$ cat config.mk
export PLATFORM = sky130hd
export DESIGN_NAME = dsp_mac_pipe_flat
export DESIGN_NICKNAME = d
export VERILOG_FILES = /design/src/rtl/dsp_mac_pipe_if.sv /design/src/rtl/dsp_mac_pipe.sv /design/src/flat_wrapper.sv
export SDC_FILE = /design/constraint.sdc
export NUM_CORES = 1
export LEC_CHECK = 0
export CORE_MARGIN = 2
export CORE_UTILIZATION = 40
export CTS_BUF_LIST = sky130_fd_sc_hd__clkbuf_4 sky130_fd_sc_hd__clkbuf_8
export DETAILED_ROUTE_END_ITERATION = 10
export GPL_ROUTABILITY_DRIVEN = 0
export GPL_TIMING_DRIVEN = 0
export SLEW_MARGIN = 20
export SYNTH_ARGS = -nofsm -noshare
export SYNTH_HDL_FRONTEND = slang
export SYNTH_SLANG_ARGS = --single-unit
export TNS_END_PERCENT = 1
$ cat constraint.sdc
create_clock -name clk -period 8.38 [get_ports clk]
set_clock_uncertainty 0.05 [all_clocks]
set_input_delay 1.676 -clock clk [delete_from_list [all_inputs] [get_ports clk]]
set_output_delay 1.676 -clock clk [all_outputs]
set_load 0.005 [all_outputs]
$ cat src/rtl/dsp_mac_pipe_if.sv
// Handshake and data bundle for the pipelined multiply-accumulate unit.
// The master side feeds operands and accepts results; the slave side is the MAC.
`timescale 1ns/1ps

interface dsp_mac_pipe_if #(
   parameter int N     = 16,
   parameter int M     = 16,
   parameter int ACC_W = 40
);
   logic             in_valid;
   logic             in_ready;
   logic [N-1:0]     a;
   logic [M-1:0]     b;
   logic             acc_en;
   logic             acc_clr;
   logic             out_valid;
   logic             out_ready;
   logic [ACC_W-1:0] out_acc;
   logic             out_ovf;

   modport master (
      output in_valid, a, b, acc_en, acc_clr, out_ready,
      input  in_ready, out_valid, out_acc, out_ovf
   );

   modport slave (
      input  in_valid, a, b, acc_en, acc_clr, out_ready,
      output in_ready, out_valid, out_acc, out_ovf
   );
endinterface

$ cat src/rtl/dsp_mac_pipe.sv
// Pipelined multiply-accumulate unit. Operands are registered, reduced to a
// carry-save pair, carried through PIPE stages, then resolved and optionally
// accumulated in the final stage. A single advance enable stalls every stage
// when the output is held by downstream backpressure.
`timescale 1ns/1ps

module dsp_mac_pipe #(
   parameter int N      = 16,
   parameter int M      = 16,
   parameter int ACC_W  = 40,
   parameter int SIGNED = 1,
   parameter int PIPE   = 2
) (
   input logic            clk,
   input logic            rst_n,
   dsp_mac_pipe_if.slave  bus
);

   localparam int W = N + M;

   if (ACC_W < N + M) begin : g_acc_w_check
      $error("dsp_mac_pipe: ACC_W must be at least N+M");
   end
   if (PIPE < 1 || PIPE > 3) begin : g_pipe_check
      $error("dsp_mac_pipe: PIPE must be in the range 1..3");
   end

   logic             adv;

   logic [PIPE:0]    st_valid;
   logic [PIPE:0]    st_en;
   logic [PIPE:0]    st_clr;
   logic [N-1:0]     s0_a;
   logic [M-1:0]     s0_b;
   logic [W-1:0]     cs_sum   [1:PIPE];
   logic [W-1:0]     cs_carry [1:PIPE];

   logic [W-1:0]     a_ext;
   logic [W-1:0]     pp;
   logic [W-1:0]     red_sum;
   logic [W-1:0]     red_carry;
   logic [W-1:0]     red_tmp;

   logic [W-1:0]     prod_w;
   logic [ACC_W-1:0] prod_ext;
   logic [ACC_W:0]   sum_full;
   logic             ovf_now;

   logic [ACC_W-1:0] acc_q;
   logic [ACC_W-1:0] out_acc_q;
   logic             out_valid_q;
   logic             out_ovf_q;

   // The whole pipe moves only when the output register is empty or being taken.
   assign adv           = !out_valid_q || bus.out_ready;
   assign bus.in_ready  = adv;
   assign bus.out_valid = out_valid_q;
   assign bus.out_acc   = out_acc_q;
   assign bus.out_ovf   = out_ovf_q;

   // Partial products compressed row by row into a carry-save pair; in signed
   // mode the top row carries negative weight and is negated as ~row + 1, with
   // the +1 seeded into the carry vector.
   always_comb begin
      a_ext     = '0;
      pp        = '0;
      red_tmp   = '0;
      red_sum   = '0;
      red_carry = (SIGNED != 0) ? W'(1) : '0;
      if (SIGNED != 0) a_ext = W'($signed(s0_a));
      else             a_ext = W'(s0_a);
      for (int j = 0; j < M; j++) begin
         pp = s0_b[j] ? (a_ext << j) : '0;
         if ((SIGNED != 0) && (j == M - 1)) pp = ~pp;
         red_tmp   = ((red_sum & red_carry) | (red_sum & pp) | (red_carry & pp)) << 1;
         red_sum   = red_sum ^ red_carry ^ pp;
         red_carry = red_tmp;
      end
   end

   // Resolve the carry-save pair, extend it and form the accumulation sum and its overflow.
   always_comb begin
      prod_w   = cs_sum[PIPE] + cs_carry[PIPE];
      prod_ext = '0;
      if (SIGNED != 0) prod_ext = ACC_W'($signed(prod_w));
      else             prod_ext = ACC_W'(prod_w);
      sum_full = {1'b0, acc_q} + {1'b0, prod_ext};
      if (SIGNED != 0)
         ovf_now = (acc_q[ACC_W-1] == prod_ext[ACC_W-1]) &&
                   (sum_full[ACC_W-1] != acc_q[ACC_W-1]);
      else
         ovf_now = sum_full[ACC_W];
   end

   // Operand capture and carry-save stages, all frozen while the output is stalled.
   always_ff @(posedge clk or negedge rst_n) begin
      if (!rst_n) begin
         st_valid <= '0;
         st_en    <= '0;
         st_clr   <= '0;
         s0_a     <= '0;
         s0_b     <= '0;
         for (int k = 1; k <= PIPE; k++) begin
            cs_sum[k]   <= '0;
            cs_carry[k] <= '0;
         end
      end else if (adv) begin
         st_valid[0] <= bus.in_valid;
         st_en[0]    <= bus.acc_en;
         st_clr[0]   <= bus.acc_clr;
         s0_a        <= bus.a;
         s0_b        <= bus.b;
         for (int k = 1; k <= PIPE; k++) begin
            st_valid[k] <= st_valid[k-1];
            st_en[k]    <= st_en[k-1];
            st_clr[k]   <= st_clr[k-1];
         end
         cs_sum[1]   <= red_sum;
         cs_carry[1] <= red_carry;
         for (int k = 2; k <= PIPE; k++) begin
            cs_sum[k]   <= cs_sum[k-1];
            cs_carry[k] <= cs_carry[k-1];
         end
      end
   end

   // Final stage: pass-through, restart or accumulate, with a sticky overflow flag.
   always_ff @(posedge clk or negedge rst_n) begin
      if (!rst_n) begin
         out_valid_q <= 1'b0;
         out_acc_q   <= '0;
         out_ovf_q   <= 1'b0;
         acc_q       <= '0;
      end else if (adv) begin
         out_valid_q <= st_valid[PIPE];
         if (st_valid[PIPE]) begin
            if (!st_en[PIPE]) begin
               out_acc_q <= prod_ext;
            end else if (st_clr[PIPE]) begin
               acc_q     <= prod_ext;
               out_acc_q <= prod_ext;
               out_ovf_q <= 1'b0;
            end else begin
               acc_q     <= sum_full[ACC_W-1:0];
               out_acc_q <= sum_full[ACC_W-1:0];
               out_ovf_q <= out_ovf_q | ovf_now;
            end
         end
      end
   end

endmodule
$ cat src/flat_wrapper.sv
// flat-port wrapper written by rule: the top's interface ports become plain ports
module dsp_mac_pipe_flat 
#(
   parameter int N      = 16,
   parameter int M      = 16,
   parameter int ACC_W  = 40,
   parameter int SIGNED = 1,
   parameter int PIPE   = 2
)
  (clk, rst_n, bus_in_valid, bus_a, bus_b, bus_acc_en, bus_acc_clr, bus_out_ready, bus_in_ready, bus_out_valid, bus_out_acc, bus_out_ovf);
  dsp_mac_pipe_if #(.N(N), .M(M), .ACC_W(ACC_W)) bus_i ();
  input logic clk;
  input logic rst_n;
  input wire logic [$bits(bus_i.in_valid)-1:0] bus_in_valid;
  input wire logic [$bits(bus_i.a)-1:0] bus_a;
  input wire logic [$bits(bus_i.b)-1:0] bus_b;
  input wire logic [$bits(bus_i.acc_en)-1:0] bus_acc_en;
  input wire logic [$bits(bus_i.acc_clr)-1:0] bus_acc_clr;
  input wire logic [$bits(bus_i.out_ready)-1:0] bus_out_ready;
  output wire logic [$bits(bus_i.in_ready)-1:0] bus_in_ready;
  output wire logic [$bits(bus_i.out_valid)-1:0] bus_out_valid;
  output wire logic [$bits(bus_i.out_acc)-1:0] bus_out_acc;
  output wire logic [$bits(bus_i.out_ovf)-1:0] bus_out_ovf;
  assign bus_i.in_valid = bus_in_valid;
  assign bus_i.a = bus_a;
  assign bus_i.b = bus_b;
  assign bus_i.acc_en = bus_acc_en;
  assign bus_i.acc_clr = bus_acc_clr;
  assign bus_i.out_ready = bus_out_ready;
  assign bus_in_ready = bus_i.in_ready;
  assign bus_out_valid = bus_i.out_valid;
  assign bus_out_acc = bus_i.out_acc;
  assign bus_out_ovf = bus_i.out_ovf;
  dsp_mac_pipe #(.N(N), .M(M), .ACC_W(ACC_W), .SIGNED(SIGNED), .PIPE(PIPE)) u_core (.clk(clk), .rst_n(rst_n), .bus(bus_i));
endmodule
; Word level (Yosys, flattened, before mapping)
; Index checks and enable logic that the tools add are counted.
[word_totals]
out_inout_bits = 43
wordCells = 149
inputBits = 38
register_bits = 249
[op_classes]
n_eq_ne = 2
add_sub_neg = 2
n_reduce_logical = 5
bitwise_logic = 108
mux = 19
[ops]
columns = op, count
row1 = 31-bit AND, 43
row2 = 31-bit OR, 30
row3 = 32-bit XOR, 29
row4 = 32-bit 2-to-1 mux, 16
row5 = 40-bit 2-to-1 mux, 2
row6 = 40-bit adder, 1
row7 = 32-bit adder, 1
row8 = 32-bit NOT, 1
row9 = 32-bit by 2-bit XOR with 32-bit output, 1
row10 = 2-bit by 31-bit AND with 31-bit output, 1
row11 = 31-bit by 2-bit AND with 31-bit output, 1
row12 = 3-bit AND reduction, 1
row13 = 2-bit AND reduction, 1
row14 = 1-bit == test, 1
row15 = 1-bit logical AND, 1
row16 = 1-bit logical NOT, 1
row17 = 1-bit logical OR, 1
row18 = 1-bit 2-to-1 mux, 1
row19 = 1-bit != test, 1
row20 = 1-bit NOT, 1
row21 = 1-bit OR, 1

; Logic depth before layout (Yosys ltp)
[depth]
depth_word = 47
ltp_mapped = 23
ltp_nobuf = 22

; Least setup slack after synthesis
; OpenSTA, ideal clock, no wires.
[synth_timing]
path_kind = register to register
from = reg u_core.s0_b[0]
to = reg u_core.cs_sum[60] (netlist name)
path_slack_ns = 0.524
n_path_buf = 1
arrival_time_ns = 7.689
setup_time_ns = 0.117
path_stages_with_launch = 23
period_less_slack_ns = 7.856
required_ns = 8.213
cell_sequence = dfrtp_1 clkbuf_1 nand2_1 ha_1 nor2_1 o21ai_0 fa_1 fa_1 fa_1 fa_1 fa_1 fa_1 fa_1 fa_1 fa_1 fa_1 fa_1 inv_1 fa_1 inv_1 fa_1 nand2_1 nand2_1
[synth_via]
elab_chain_len = 45
word_cells_on_any_way = 100
classes_between = 1 x mux / 99 x bitwise
[synth_lines]
columns = element, line
row1 = "start, declared", dsp_mac_pipe.sv:34  ; logic [M-1:0] s0_b;
row2 = "start signal, assigned", dsp_mac_pipe.sv:112  ; s0_b <= bus.b;
row3 = 32-bit 2-to-1 mux (*), dsp_mac_pipe.sv:73  ; pp = s0_b[j] ? (a_ext << j) : '0;
row4 = 31-bit by 2-bit AND with 31-bit output / 31-bit AND (equally long branches), dsp_mac_pipe.sv:75  ; red_tmp = ((red_sum & red_carry) | (red_sum & pp) | (red_carry & pp)) << 1;
row5 = 31-bit OR (2 in series), dsp_mac_pipe.sv:75
row6 = 31-bit AND, dsp_mac_pipe.sv:75
row7 = 31-bit OR (2 in series), dsp_mac_pipe.sv:75
row8 = 31-bit AND, dsp_mac_pipe.sv:75
row9 = 31-bit OR (2 in series), dsp_mac_pipe.sv:75
row10 = 31-bit AND, dsp_mac_pipe.sv:75
row11 = [... 23 more ...], -
row12 = 31-bit AND, dsp_mac_pipe.sv:75
row13 = 31-bit OR (2 in series), dsp_mac_pipe.sv:75
row14 = 31-bit AND, dsp_mac_pipe.sv:75
row15 = 31-bit OR (2 in series), dsp_mac_pipe.sv:75
row16 = 31-bit AND, dsp_mac_pipe.sv:75
row17 = 31-bit OR (2 in series), dsp_mac_pipe.sv:75
row18 = 32-bit XOR (*) (2 in series), dsp_mac_pipe.sv:76  ; red_sum = red_sum ^ red_carry ^ pp;
row19 = named net u_core.red_sum[28], dsp_mac_pipe.sv:40  ; logic [W-1:0] red_sum;
row20 = "end signal, assigned by index", dsp_mac_pipe.sv:121  ; cs_sum[k] <= cs_sum[k-1];
row21 = "end, declared", dsp_mac_pipe.sv:35  ; logic [W-1:0] cs_sum [1:PIPE];
; Mark *: on every way through the listed nets, which the timed path passes. The rest lies on a longest branch.
; A chain may end at the register's enable or synchronous reset.

; Worst setup path in the final report
[layout_timing]
from = reg u_core.s0_a[10]
to = reg u_core.cs_sum[47] (netlist name)
[layout_via]
elab_chain_len = 36
word_cells_on_any_way = 106
classes_between = 6 x mux / 100 x bitwise
[layout_lines]
columns = element, line
row1 = "start, declared", dsp_mac_pipe.sv:33  ; logic [N-1:0] s0_a;
row2 = "start signal, assigned", dsp_mac_pipe.sv:111  ; s0_a <= bus.a;
row3 = 32-bit 2-to-1 mux, dsp_mac_pipe.sv:73
row4 = 31-bit by 2-bit AND with 31-bit output (tied with other cells), dsp_mac_pipe.sv:75
row5 = 31-bit OR / 32-bit XOR (equally long branches), "dsp_mac_pipe.sv:75, dsp_mac_pipe.sv:76"
row6 = 31-bit OR (tied with other cells), dsp_mac_pipe.sv:75
row7 = 31-bit AND (tied with other cells), dsp_mac_pipe.sv:75
row8 = 31-bit OR (tied with other cells) (2 in series), dsp_mac_pipe.sv:75
row9 = 31-bit AND (tied with other cells), dsp_mac_pipe.sv:75
row10 = 31-bit OR (tied with other cells) (2 in series), dsp_mac_pipe.sv:75
row11 = [... 3 more ...], -
row12 = 31-bit AND (tied with other cells), dsp_mac_pipe.sv:75
row13 = 31-bit OR (tied with other cells) (2 in series), dsp_mac_pipe.sv:75
row14 = 32-bit XOR (tied with other cells) (14 in series), dsp_mac_pipe.sv:76
row15 = 32-bit XOR / 31-bit OR (equally long branches), "dsp_mac_pipe.sv:76, dsp_mac_pipe.sv:75"
row16 = 32-bit XOR (tied with other cells), dsp_mac_pipe.sv:76
row17 = 32-bit XOR / 31-bit OR (equally long branches) (2 in series), "dsp_mac_pipe.sv:76, dsp_mac_pipe.sv:75"
row18 = 32-bit XOR (*) (2 in series), dsp_mac_pipe.sv:76
row19 = named net u_core.red_sum[15], dsp_mac_pipe.sv:40
; Marked as above.

==> results.json <==
{
  "drtIter0Drc": 1214,
  "htree_levels": 2,
  "antenna_found_initial": 1,
  "yosys_register_bits": 247,
  "cts_buffers": 46,
  "finalHoldViolations": 0,
  "ant_nets": 0,
  "hpwl_um": 42700,
  "wl_per_cell_um": 17.2,
  "slew_viol_final": 0,
  "status": "complete, no violations",
  "whs_path_depth": 2,
  "syn_area_per_cell_um2": 8.87,
  "final-setup-viol-count": 0,
  "synth_edf_count": 0,
  "fin_hold_ws_ns": 0.404,
  "crit_path_start_kind": "flop",
  "cap_violations": 0,
  "port_buffers": 80,
  "clk_pin_slew_ns": 0.07,
  "core_area_um2": 50000,
  "cts-root-buf": "clkbuf_8",
  "worstPathArrival_ns": 8.58,
  "min-delay-start": "u_core.cs_sum[61]$_DFFE_PN0N_",
  "cts.path.max_buffers": 3,
  "rows": 82,
  "drc": 0,
  "slowest_delay_ns": 0.62,
  "cp_top_family": "adder cells",
  "maxSlewHeadroom_pct": 34.9,
  "ys_warn_count": 0,
  "n_antenna_cell": 0,
  "fin_crit_ns": 8.09,
  "yosysSeqAreaShare_pct": 30.7,
  "fmax_mhz": 124,
  "cp_slowest_cell": "fa_1",
  "synthFlopType": "dfrtp_1",
  "r2r_cells": 19,
  "reg2reg_slack_ns": 0.29,
  "dr.pass1.iters": 5,
  "cp_num_cells": 19,
  "overflow": 0,
  "area_growth_pct": 13.8,
  "mostFrequentLayoutCells": "nand2_1, dfrtp_1, fa_1, inv_1, clkbuf_1",
  "syn-num-nets": 2623,
  "critPathKind": "flop to flop",
  "avgViaCountPerCell": 5.15,
  "cts.sinks": 247,
  "grt_start_max_net_pins": 93,
  "ys_types": 79,
  "rr_endpoint": "u_core.cs_sum[47]$_DFFE_PN0N_",
  "crit_top_cell": "fa_1",
  "tritoncts": "built",
  "grt.total_usage_pct": 21.1,
  "max_slew.worst_pin.slew_ns": 0.976,
  "num_vias": 15992,
  "layout.nets": 2751,
  "drt_wl_total_um": 53400,
  "netlist_area_um2": 20200,
  "ios": 81,
  "cp_max_fo": 10,
  "hp-class": "flop to flop",
  "grt_pass1_vias": 16917,
  "start_util_pct": 40.4,
  "rsz0062_at_grt": "yes",
  "syn_inst": 2274,
  "die_h_um": 229,
  "die_area_um2": 52200,
  "mostFrequentLayoutCell": "nand2_1",
  "worst-path-buf-inv": 2,
  "grt_pass1_wl_um": 88500,
  "layout-drive-gt1-share_pct": 6.08,
  "worst_setup_path_end_kind": "flop",
  "worstPathCellList": "clkbuf_1 > nand2_1 > fa_1 > fa_1 > fa_1 > fa_1 > fa_1 > fa_1 > fa_1 > fa_1 > fa_1 > fa_1 > fa_1 > fa_1 > fa_1 > inv_1 > fa_1 > nand2_1 > nand2_1",
  "regToRegStartpoint": "u_core.s0_a[10]$_DFFE_PN0N_",
  "cp.required_ns": 8.86,
  "die_w_um": 229,
  "holdPathEnd": "u_core.cs_sum[29]$_DFFE_PN0N_",
  "synth-async-reset-ratio_pct": 100,
  "insertion_delay_ns": 0.64,
  "fin_crit_sh_pct": 96.6
}
cell families after synthesis:
family	count (synthesis)	share of synthesized area, %
flip-flops	247	30.7
multiplexers	17	0.850
adder cells (fa/ha/maj)	311	27.7
AND/OR/NAND/NOR	1017	20.8
XOR/XNOR	59	2.56
AO/OA/AOI/OAI	367	12.5
buffers and inverters	256	4.96
worst max path at each step:
stage                                           start                             to  slack (ns)
after global routing      u_core.s0_a[12]$_DFFE_PN0N_  u_core.cs_sum[47]$_DFFE_PN0N_       0.002
after detailed placement   u_core.s0_b[0]$_DFFE_PN0N_  u_core.cs_sum[58]$_DFFE_PN0N_       -0.36
after CTS                  u_core.s0_b[0]$_DFFE_PN0N_  u_core.cs_sum[58]$_DFFE_PN0N_        0.02
final                     u_core.s0_a[10]$_DFFE_PN0N_  u_core.cs_sum[47]$_DFFE_PN0N_        0.29
after global placement                          rst_n    u_core.s0_a[13]$_DFFE_PN0N_       -5.16
after floorplan            u_core.s0_b[0]$_DFFE_PN0N_  u_core.cs_sum[60]$_DFFE_PN0N_        0.52
tightest hold or removal path, stage by stage, from the launching register on:
cell     delay (ns)
dfrtp_1        0.34
nand2_1        0.05
nand2_1        0.05
routing by layer:
metal,track usage [%],part of all wire (%)
met1,26.2,43
met2,37.1,49
met3,3.16,4.3
met4,7.54,3.5
met5,0,0.024
stage by stage:
stage | setup TNS (ns) | std cells | area [um2] | util, % | setup WS (ns)
floorplan | 0 | 2274 | 20200 | - | 0.524
global route | 0 | 3108 | 22900 | 45.9 | 0.00154
CTS | 0 | 3110 | 22900 | 45.9 | 0.0170
global placement | -1270.03 | 3026 | 21800 | 43.6 | -5.16
finish | 0 | 3108 | 22900 | 45.9 | 0.286
detailed placement | -7.91 | 3029 | 21900 | 43.8 | -0.360
layout make-up:
type                       count  area, um2
multi-input combinational   1771      13000
clock inverter                14        143
fill                        4998      27000
sequential                   247       6190
timing repair buffer          85        903
buffer                       136        567
clock buffer                  68        886
tap                          672        841
inverter                     115        432
state kept, by name (all words and copies together) (netlist names), 3 cells and up:
signal and cells:
u_core.cs_carry 62, u_core.cs_sum 62, u_core.acc_q 40, u_core.bus.out_acc 40
u_core.s0_a 16, u_core.s0_b 16, u_core.st_clr 3, u_core.st_en 3
u_core.st_valid 3
Yosys cell counts, drive strengths merged (14+ instances only):
| cell | instances | area [um2] |
|---|---|---|
| nor3 | 20 | 100 |
| nand2 | 776 | 2920 |
| a21o | 42 | 318 |
| fa | 226 | 4520 |
| and2 | 62 | 388 |
| nor2 | 84 | 315 |
| dfrtp | 247 | 6180 |
| xnor2 | 40 | 350 |
| mux2i | 16 | 160 |
| nand3 | 18 | 90.1 |
| ha | 85 | 1060 |
| clkbuf | 129 | 507 |
| o21ai | 72 | 372 |
| xor2 | 19 | 166 |
| a21oi | 93 | 469 |
| inv | 113 | 424 |
| nand4 | 14 | 87.6 |
| o211ai | 19 | 143 |
| a31oi | 24 | 171 |
| a211oi | 21 | 168 |
repair_timing:
| item | in CTS | in global routing |
|---|---|---|
| setup buffers | 0 | 2 |
| hold buffers | 0 | 0 |
| gates cloned | 0 | 0 |
| endpoints found under the setup margin | 32 | 32 |
| gates resized for setup | 6 | 16 |
Power is not shown: default switching activity piles up to over one toggle a cycle in this logic, so the estimate is an artifact.
